==> config.mk <==
export PLATFORM = sky130hd
export DESIGN_NAME = sync_fifo_param
export DESIGN_NICKNAME = d
export VERILOG_FILES = /design/src/rtl/sync_fifo_param.sv
export SDC_FILE = /design/constraint.sdc
export NUM_CORES = 1
export LEC_CHECK = 0
export BUFFER_PORTS_ARGS = -buffer_cell sky130_fd_sc_hd__buf_4
export CAP_MARGIN = 20
export CORE_MARGIN = 5
export CORE_UTILIZATION = 62
export CTS_BUF_LIST = sky130_fd_sc_hd__clkbuf_16
export DETAILED_ROUTE_END_ITERATION = 6
export GPL_TIMING_DRIVEN = 0
export HOLD_SLACK_MARGIN = 0.15
export PLACE_DENSITY = 0.81
export SLEW_MARGIN = 20
export SYNTH_ARGS = -nofsm -noshare
export SYNTH_HDL_FRONTEND = slang
export SYNTH_SLANG_ARGS = --single-unit
export TNS_END_PERCENT = 50
==> constraint.sdc <==
create_clock -name clk_i -period 7.85 [get_ports clk_i]
set_input_delay 0.785 -clock clk_i [delete_from_list [all_inputs] [get_ports clk_i]]
set_output_delay 0.785 -clock clk_i [all_outputs]
set_load 0.1 [all_outputs]
==> src/rtl/sync_fifo_param.sv <==
// sync_fifo_param: single-clock FIFO with occupancy count, full/empty and
// threshold flags, and registered rejected-request error pulses.
// Optional macro SYNC_FIFO_FWFT_EN selects first-word-fall-through output;
// without it, read data is registered with one cycle of latency.
module sync_fifo_param #(
  parameter int WIDTH         = 8,
  parameter int DEPTH         = 16,
  parameter int AFULL_THRESH  = DEPTH - 2,
  parameter int AEMPTY_THRESH = 2
) (
  input  logic                     clk_i,
  input  logic                     rst_i,
  input  logic                     wr_en_i,
  input  logic [WIDTH-1:0]         wdata_i,
  input  logic                     rd_en_i,
  output logic [WIDTH-1:0]         rdata_o,
  output logic                     rd_valid_o,
  output logic                     full_o,
  output logic                     empty_o,
  output logic                     almost_full_o,
  output logic                     almost_empty_o,
  output logic [$clog2(DEPTH):0]   count_o,
  output logic                     wr_error_o,
  output logic                     rd_error_o
);

  localparam int AW = $clog2(DEPTH);
  localparam int CW = AW + 1;

  localparam logic [CW-1:0] FULL_CNT = CW'(DEPTH);
  localparam logic [CW-1:0] AF_CNT   = CW'(AFULL_THRESH);
  localparam logic [CW-1:0] AE_CNT   = CW'(AEMPTY_THRESH);

  logic [WIDTH-1:0] mem [DEPTH];
  logic [AW-1:0]    wr_ptr;
  logic [AW-1:0]    rd_ptr;
  logic [CW-1:0]    count;
  logic             rd_ok;
  logic             wr_ok;

  // Flags decode straight from the registered occupancy count.
  assign full_o         = (count == FULL_CNT);
  assign empty_o        = (count == '0);
  assign almost_full_o  = (count >= AF_CNT);
  assign almost_empty_o = (count <= AE_CNT);
  assign count_o        = count;

  // A read needs data; a write needs space, or a same-cycle read that frees a slot.
  assign rd_ok = rd_en_i && !empty_o;
  assign wr_ok = wr_en_i && (!full_o || rd_ok);

  // Pointer and occupancy bookkeeping; reset discards every stored entry.
  always_ff @(posedge clk_i or posedge rst_i) begin
    if (rst_i) begin
      wr_ptr <= '0;
      rd_ptr <= '0;
      count  <= '0;
    end else begin
      if (wr_ok) wr_ptr <= wr_ptr + 1'b1;
      if (rd_ok) rd_ptr <= rd_ptr + 1'b1;
      if (wr_ok && !rd_ok)      count <= count + 1'b1;
      else if (rd_ok && !wr_ok) count <= count - 1'b1;
    end
  end

  // Rejected requests raise a one-cycle error pulse on the following cycle.
  always_ff @(posedge clk_i or posedge rst_i) begin
    if (rst_i) begin
      wr_error_o <= 1'b0;
      rd_error_o <= 1'b0;
    end else begin
      wr_error_o <= wr_en_i && !wr_ok;
      rd_error_o <= rd_en_i && !rd_ok;
    end
  end

  // Storage array; contents survive reset, only the pointers are cleared.
  always_ff @(posedge clk_i) begin
    if (wr_ok && !rst_i) mem[wr_ptr] <= wdata_i;
  end

`ifdef SYNC_FIFO_FWFT_EN
  // Head entry is presented combinationally whenever the FIFO holds data.
  assign rdata_o    = empty_o ? '0 : mem[rd_ptr];
  assign rd_valid_o = !empty_o;
`else
  logic [WIDTH-1:0] rdata_q;
  logic             rd_valid_q;

  // Head entry is captured at the accepting edge and held until the next read.
  always_ff @(posedge clk_i or posedge rst_i) begin
    if (rst_i) begin
      rdata_q    <= '0;
      rd_valid_q <= 1'b0;
    end else begin
      rd_valid_q <= rd_ok;
      if (rd_ok) rdata_q <= mem[rd_ptr];
    end
  end

  assign rdata_o    = rdata_q;
  assign rd_valid_o = rd_valid_q;
`endif

endmodule

Yosys cells after proc, flatten, opt, wreduce, memory -nomap -nowiden
Memory sizes are Yosys's and may differ from the RTL's. A register that Yosys moved wholly into a read port is not among the register bits.
Index checks and enable logic that the tools add are counted.
Cells by class
  $add $sub $neg: 4
  $mul: 0
  divide/modulo/power cells: 0
  order comparisons: 2
  eq/ne operators: 1
  shift operators: 0
  mux-type cells: 4
  bitwise gates (word level): 0
  reductions and logical operators: 15
Operator list (count)
  $mux 5: 2
  $add 4x1->4 const B: 2
  $logic_and 1x1->1: 7
  $add 5x1->5 const B: 1
  $eq 5x5->1 const B: 1
  $ge 5x4->1 const B: 1
  $le 5x2->1 const B: 1
  $logic_not 1->1: 5
  $logic_not 5->1: 1
  $sub 5x1->5 const B: 1
  $mux 1: 2
  $reduce_bool 2->1: 1
  $logic_or 1x1->1: 1
Word-level totals
  register bits: 16
  latch bits: 0
  RAM bits: 128
  bits in read-only memories: 0
  memories kept: 1
Memories
  mem: depth 16, bits a word 8, rd ports 1, clocked after memory_dff 1, write ports 1, RTL line 34  | logic [WIDTH-1:0] mem [DEPTH];

Logic depth before layout (Yosys ltp)
Gate-level depths: netlist of run 1.
  depth in word-level cells: 9
  mapped depth: 10

Worst setup path after synthesis of run 1
OpenSTA, ideal clock, no wires.
  path kind: register -> output
  start: register count[4], in the netlist count_o[4]
  end: output port almost_empty_o
  data arrival time: 5.817 ns
  data required time: 7.065 ns
  setup slack: 1.248 ns
  stages on the path, launching flop included: 3
  path buffers: 1
  cell sequence: dfrtp_1 clkbuf_1 a2111oi_0
Between the ends
  word-level cells in the longest chain between the ends: 1
Ends and longest elaborated chain
  start: declaration: RTL line 37  | logic [CW-1:0] count;
  start signal: assignment: RTL line 61  | if (wr_ok && !rd_ok) count <= count + 1'b1;
  start signal: assignment: RTL line 62  | else if (rd_ok && !wr_ok) count <= count - 1'b1;
  $le 5x2->1: RTL line 45  | assign almost_empty_o = (count <= AE_CNT);
  end: declaration: RTL line 21  | output logic almost_empty_o,
No other way between the ends.

Worst setup path in the final report of run 1
  start: register count[0], in the netlist count_o[0]
  end: register count[4], in the netlist count_o[4]
Between the ends
  word-level cells in the longest chain between the ends: 8
  elaborated cells between the ends (all ways): 16
Ends and longest elaborated chain
  branches (longest 8 deep; another with $sub 5x1->5)
Several ways; the timed one is not identified. The select of a mux whose other input is x is not followed.
A chain may end at the register's enable or synchronous reset.

==> flow_summary.toml, run 1 <==
[floorplanning]
dieHeight_um = 109
fp.dieW_um = 109
core_area_um2 = 9680
initial_utilization_pct = 63.0
pin_count = 32
die_area_um2 = 11900
rows = 36

[clocking]
clockBufferDepth = 2
cts_root_buffer = "clkbuf_16"
cts.sinks = 152
cts_hold_buffers = 0
htree_levels = 4
cts_tree = "done"
cts_setup_buffers = 0
insertion_delay_ns = 0.41
path_clk_slew_ns = 0.06
numCtsBuffers = 17
cts_resized = 0

[timing]
finalCritPeriodShare_pct = 39.0
tightest_slew_ns = 0.975
clock_skew_ns = 0.00776
setup_viol = 0
maxSlewViolCount = 0
grt_setup_unrepaired = "no"
tns_ns = 0
max_slew_margin_pct = 34.7
hold_viol_final = 0
fmax_ghz = 0.327
period_needed_ns = 3.06

[synth]
ys_types = 34
async_reset_ff_share_pct = 15.8
synth_area_um2 = 6100
synth-edff-count = 128
synth_cells = 319
syn_nets = 341
avgSynthCellArea_um2 = 19.1
ys.flop_type = "edfxtp_1"
ys_warn_count = 0
seq_area_frac_synth_pct = 72.8
ys_ff_latch = 152

[min_path]
min_path_type = "input port to asynchronous set/reset pin"

[critical_path]
cp.arrival_ns = 3.34
critPathCaptureType = "register"
worstSetupPathType = "register to register"
r2r_start = "count_o[0]"
r2r.worst_path.cells = 10
start_kind = "register"
r2r_setup_slack_ns = 4.79
startpoint = "count_o[0]"
cp-endpoint = "count_o[4]"
crit_path_max_fanout = 10
required_ns = 8.13
worst_r2r_endpoint = "count_o[4]"

[place]
place.gp.congestion = 0.798
io_buffer_count = 31
dp_hpwl_um = 7840

[drt]
drtAntennaViolNets = 0
num_vias = 3080
postRouteWirelength_um = 12200
via_per_inst = 5.98
drc = 0
firstDrtPassIters = 5
wl_per_cell_um = 23.6
drt-initial-drc-count = 226

[pwr]
p_total_mw = 2.94
power_density_nw_per_um2 = 414
ir_drop_mv = 0.225
leakage_nw = 2.53

[global_routing]
antenna_found_initial = 0
grt.total_usage_pct = 22.9
grt_pass1_vias = 3294
grt_pass1_wl_um = 18900
grt.overflow.total = 0
grt_max_degree = 26

[finish]
area_growth_syn_to_layout_pct = 16.4
antenna_cells = 0
nNetsFinal = 391
drive_above_1_share_pct = 29.6

[run]
drv_cap = 0

[run_status]
status = "finished, final reports clean"
[synthesized netlist by cell type, types with 2 or more instances]
cell type	count	area [um^2]
mux2_2	2	22.5
nor2_1	21	78.8
inv_1	8	30.0
a21oi_1	2	10.0
nand2_1	23	86.3
ha_1	9	113
buf_2	6	30.0
a21o_1	2	15.0
dfrtp_1	24	601
o221ai_1	7	61.3
edfxtp_1	128	3840
clkbuf_1	2	7.51
xnor2_1	9	78.8
mux4_2	32	721
buf_4	2	15.0
o21ai_0	4	20.0
nand3_1	2	10.0
mux2i_1	17	170
nor3_1	2	10.0
buf_6	3	33.8
[cell families after synthesis]
| logic type | synth area share, % |
|---|---|
| adders and majority gates | 2.17 |
| and+or+nand+nor | 4.14 |
| DFF | 72.8 |
| muxes | 15.0 |
| xor gates and xnor gates | 1.44 |
| buffers and inverters | 2.07 |
| AOI/OAI and AO/OA | 2.36 |
[placed cells by master, fill, tap and decap left out, types with 2 or more instances in the layout]
cell type | Yosys | routed
ha_1 | 9 | 9
clkbuf_16 | 0 | 17
nand3_1 | 2 | 2
clkbuf_1 | 2 | 2
mux4_2 | 32 | 32
buf_6 | 3 | 3
inv_1 | 8 | 9
edfxtp_1 | 128 | 128
clkinvlp_4 | 0 | 4
mux2_2 | 2 | 2
o221ai_1 | 7 | 7
a21o_1 | 2 | 2
nand2_1 | 23 | 23
a21oi_1 | 2 | 2
dfrtp_1 | 24 | 24
nor2_1 | 21 | 21
buf_2 | 6 | 6
mux2i_1 | 17 | 17
o21ai_0 | 4 | 4
xnor2_1 | 9 | 9
inv_6 | 0 | 2
nor3_1 | 2 | 2
clkinv_4 | 0 | 2
bufinv_16 | 0 | 3
buf_4 | 2 | 33
[critical path, stage by stage (launching register included)]
cell     delay, ns
dfrtp_1       0.47
or4_4         0.61
o21ai_4       0.25
buf_6         0.20
ha_1          0.18
inv_1         0.12
fa_1          0.42
a21o_1        0.18
a21oi_1       0.17
mux2i_1       0.24
xnor2_1       0.08
[worst min path at each step]
stage	startpoint	endpoint	slack, ns	cells after the start
floorplan	wr_ptr[3]	wr_ptr[3]	0.50	1
global route	rdata_o[2]	rdata_o[2]	0.52	2
finish	rst_i	rdata_o[0]	0.49	2
detailed placement	rdata_o[2]	rdata_o[2]	0.49	2
global placement	rdata_o[1]	rdata_o[1]	0.47	2
CTS	rdata_o[2]	rdata_o[2]	0.50	2
[area by class of cell]
class	count	area, um^2
timing repair buffer	31	233
fill	564	2580
buffer	14	90.1
sequential	152	4440
inverter	9	36.3
clock buffer	17	425
clock inverter	15	179
tap	133	166
multi-input combinational	144	1530
[where the power goes]
part           internal (mW)  switching, mW
Sequential             0.972         0.0703
Clock                  0.502          0.327
Combinational          0.371          0.699
Total                   1.85           1.10
[per-layer routing]
layer / GRT usage, % / wire [um]
met1: 30.0 / 4700
met3: 5.51 / 824
met4: 7.21 / 74
met5: 0 / 0
met2: 38.4 / 6560
[flip-flops by register name, summed over array words and instances, names as in the netlist]
signal	cells
rd_error_o	1
rdata_o	8
wr_error_o	1
rd_ptr	4
wr_ptr	4
count_o	5
rd_valid_o	1
mem	128
[metrics by stage]
stage	hold slack [ns]	std cells	instance area [um^2]	utilization [%]	setup slack [ns]
3_3_place_gp	0.469	483	6500	67.1	4.79
5_1_grt	0.516	515	7100	73.4	4.63
3_5_place_dp	0.488	483	6500	67.1	4.74
4_1_cts	0.504	515	7100	73.4	4.78
2_1_floorplan	0.500	319	6100	-	1.25
6_report	0.492	515	7100	73.4	4.79
Power figures use the tool's default switching activity.
==> inputs of run 2 (changes only) <==
Settings changed: CORE_UTILIZATION 62 to 54, PLACE_DENSITY 0.81 to 0.75.
Clock period 7.85 ns to 2.6 ns, I/O delays scaled along.
==> flow_summary.toml, run 2 (same netlist as run 1, synthesis figures left out) <==
[critical_path]
worstSetupPathType = "register to register"
critPathCaptureType = "register"
critPathMaxStageDelay_ns = 0.57
crit_path_max_fanout = 5
path_cells = "or4_4 > o21ai_4 > buf_8 > ha_4 > inv_4 > fa_2 > a21o_1 > a21oi_2 > mux2i_1 > xnor2_1"
cp.arrival_ns = 2.93
crit_slowest_cell = "or4_4"
start_kind = "register"
r2r_setup_slack_ns = -0.05
critPathBufInv = 2
required_ns = 2.88
cp_top_family = "simple AND/OR/NAND/NOR gates"

[clocking]
numCtsBuffers = 17
insertion_delay_ns = 0.42
path_clk_slew_ns = 0.06
htree_levels = 4
cts.sinks = 152
cts_root_buffer = "clkbuf_16"
clockBufferDepth = 2
cts_tree = "done"

[finish]
regMostFlops = "mem"
postLayoutCoreUtil_pct = 67.3
fillers = 713
area_growth_syn_to_layout_pct = 20.6
final_common_cell = "edfxtp_1"
antenna_cells = 0
nNetsFinal = 409
fin_area_um2 = 7360
drive_above_1_share_pct = 36.3
final_cell_mix = "128 x edfxtp_1, 42 x buf_4, 32 x mux4_2"
largest_reg_flops = 128

[global_routing]
grt_pass1_vias = 3243
grt.total_usage_pct = 19.9
grt_pass1_wl_um = 18800
grt.overflow.total = 0
antenna_found_initial = 0
grt_max_degree = 26

[drt]
postRouteWirelength_um = 12000
firstDrtPassIters = 5
drtAntennaViolNets = 0
drt-initial-drc-count = 258
num_vias = 3134
wl_per_cell_um = 22.3
drc = 0
via_per_inst = 5.80

[min_path]
min_path_type = "input port to register"

[place]
dp_hpwl_um = 7620
place.gp.congestion = 0.787
io_buffer_count = 31
dp_slack_ns = -0.300
place_area_um2 = 6560

[timing]
finalCritPeriodShare_pct = 102
max_slew_margin_pct = 60.1
period_needed_ns = 2.65
hold_viol_final = 0
maxSlewViolCount = 0
fmax_ghz = 0.378
setup_viol = 1
grt_setup_unrepaired = "yes"
fin_ws_ns = -0.0482
clock_skew_ns = 0.00701
tightest_slew_ns = 0.598

[floorplanning]
initial_utilization_pct = 55.8
core_area_um2 = 10900
rows = 38
dieHeight_um = 116
fp.dieW_um = 116
die_area_um2 = 13500
pin_count = 32

[run]
drv_cap = 0

[pwr]
leakage_nw = 2.62
power_density_nw_per_um2 = 1210
ir_drop_mv = 1.05

[run_status]
status = "finished, violations left"
violations = "setup timing"
-- run 2: changes by cell type in the layout (fill, tap and decap cells not counted), sizes merged --
cell / previous run / this run
buf: 43 / 53
dlygate4sd3: 0 / 8
clkinv: 4 / 9
clkinvlp: 4 / 1
inv: 13 / 11
-- run 2: path summary, 6_finish.rpt --
check / startpoint / end / cells after the start
setup / recovery: count_o[3] / count_o[4] / 10
hold / removal: wdata_i[2] / mem[0][2] / 1
setup reg to reg: count_o[3] / count_o[4] / 10
hold reg to reg: rdata_o[1] / rdata_o[1] / 2
max in group asynchronous: rst_i / rdata_o[5] / 4
min in group asynchronous: rst_i / rd_error_o / 3
-- run 2: worst register-to-register path, cell delays in order (launching register included) --
cell and delay (ns):
dfrtp_4 0.49, or4_4 0.57, o21ai_4 0.18, buf_8 0.13
ha_4 0.14, inv_4 0.05, fa_2 0.35, a21o_1 0.18
a21oi_2 0.13, mux2i_1 0.23, xnor2_1 0.08
-- run 2: metrics by stage --
stage / instances / hold slack [ns] / TNS [ns] / total power, mW
after global placement: 490 / 0.465 / -0.449 / 6.40
after detailed placement: 490 / 0.471 / -1.85 / 6.46
after global routing: 540 / 0.160 / -0.223 / 9.32
after CTS: 538 / 0.150 / -0.0483 / 8.93
after floorplan: 319 / 0.283 / -0.567 / 5.71
final: 540 / 0.170 / -0.0482 / 8.89
-- run 2: report_power, final --
part | internal [mW] | total (mW) | leakage, nW | switching, mW
registers | 2.95 | 3.14 | 1.44 | 0.188
logic | 1.23 | 3.40 | 0.886 | 2.17
clock network | 1.47 | 2.35 | 0.290 | 0.877
-- run 2: area by class of cell --
| cell class | instances | area, um^2 | share of cell area (%) |
|---|---|---|---|
| buffer | 14 | 93.8 | 1.28 |
| sequential | 152 | 4460 | 60.6 |
| clock inverter | 15 | 144 | 1.96 |
| clock buffer | 17 | 425 | 5.78 |
| inverter | 9 | 38.8 | 0.527 |
| tap | 140 | 175 | 2.38 |
| multi-input combinational | 144 | 1610 | 21.9 |
| timing repair buffer | 49 | 408 | 5.54 |
-- run 2: timing repair --
item                                    CTS  global route
hold buffers                              7             1
endpoints found under the setup margin   10           114
resized for setup                         5            14
setup buffers                             9             0
pin swaps                                 3             0
hold endpoints to repair                 74            24
cloned                                    0             0
-- run 2: layer usage --
layer | vias up | GRT usage, % | share of wire, %
li1 | 1394 | - | -
met1 | 1599 | 25.7 | 40
met2 | 125 | 33.1 | 53
met3 | 16 | 5.18 | 6.1
met4 | 0 | 6.73 | 1.4
met5 | - | 0 | 0
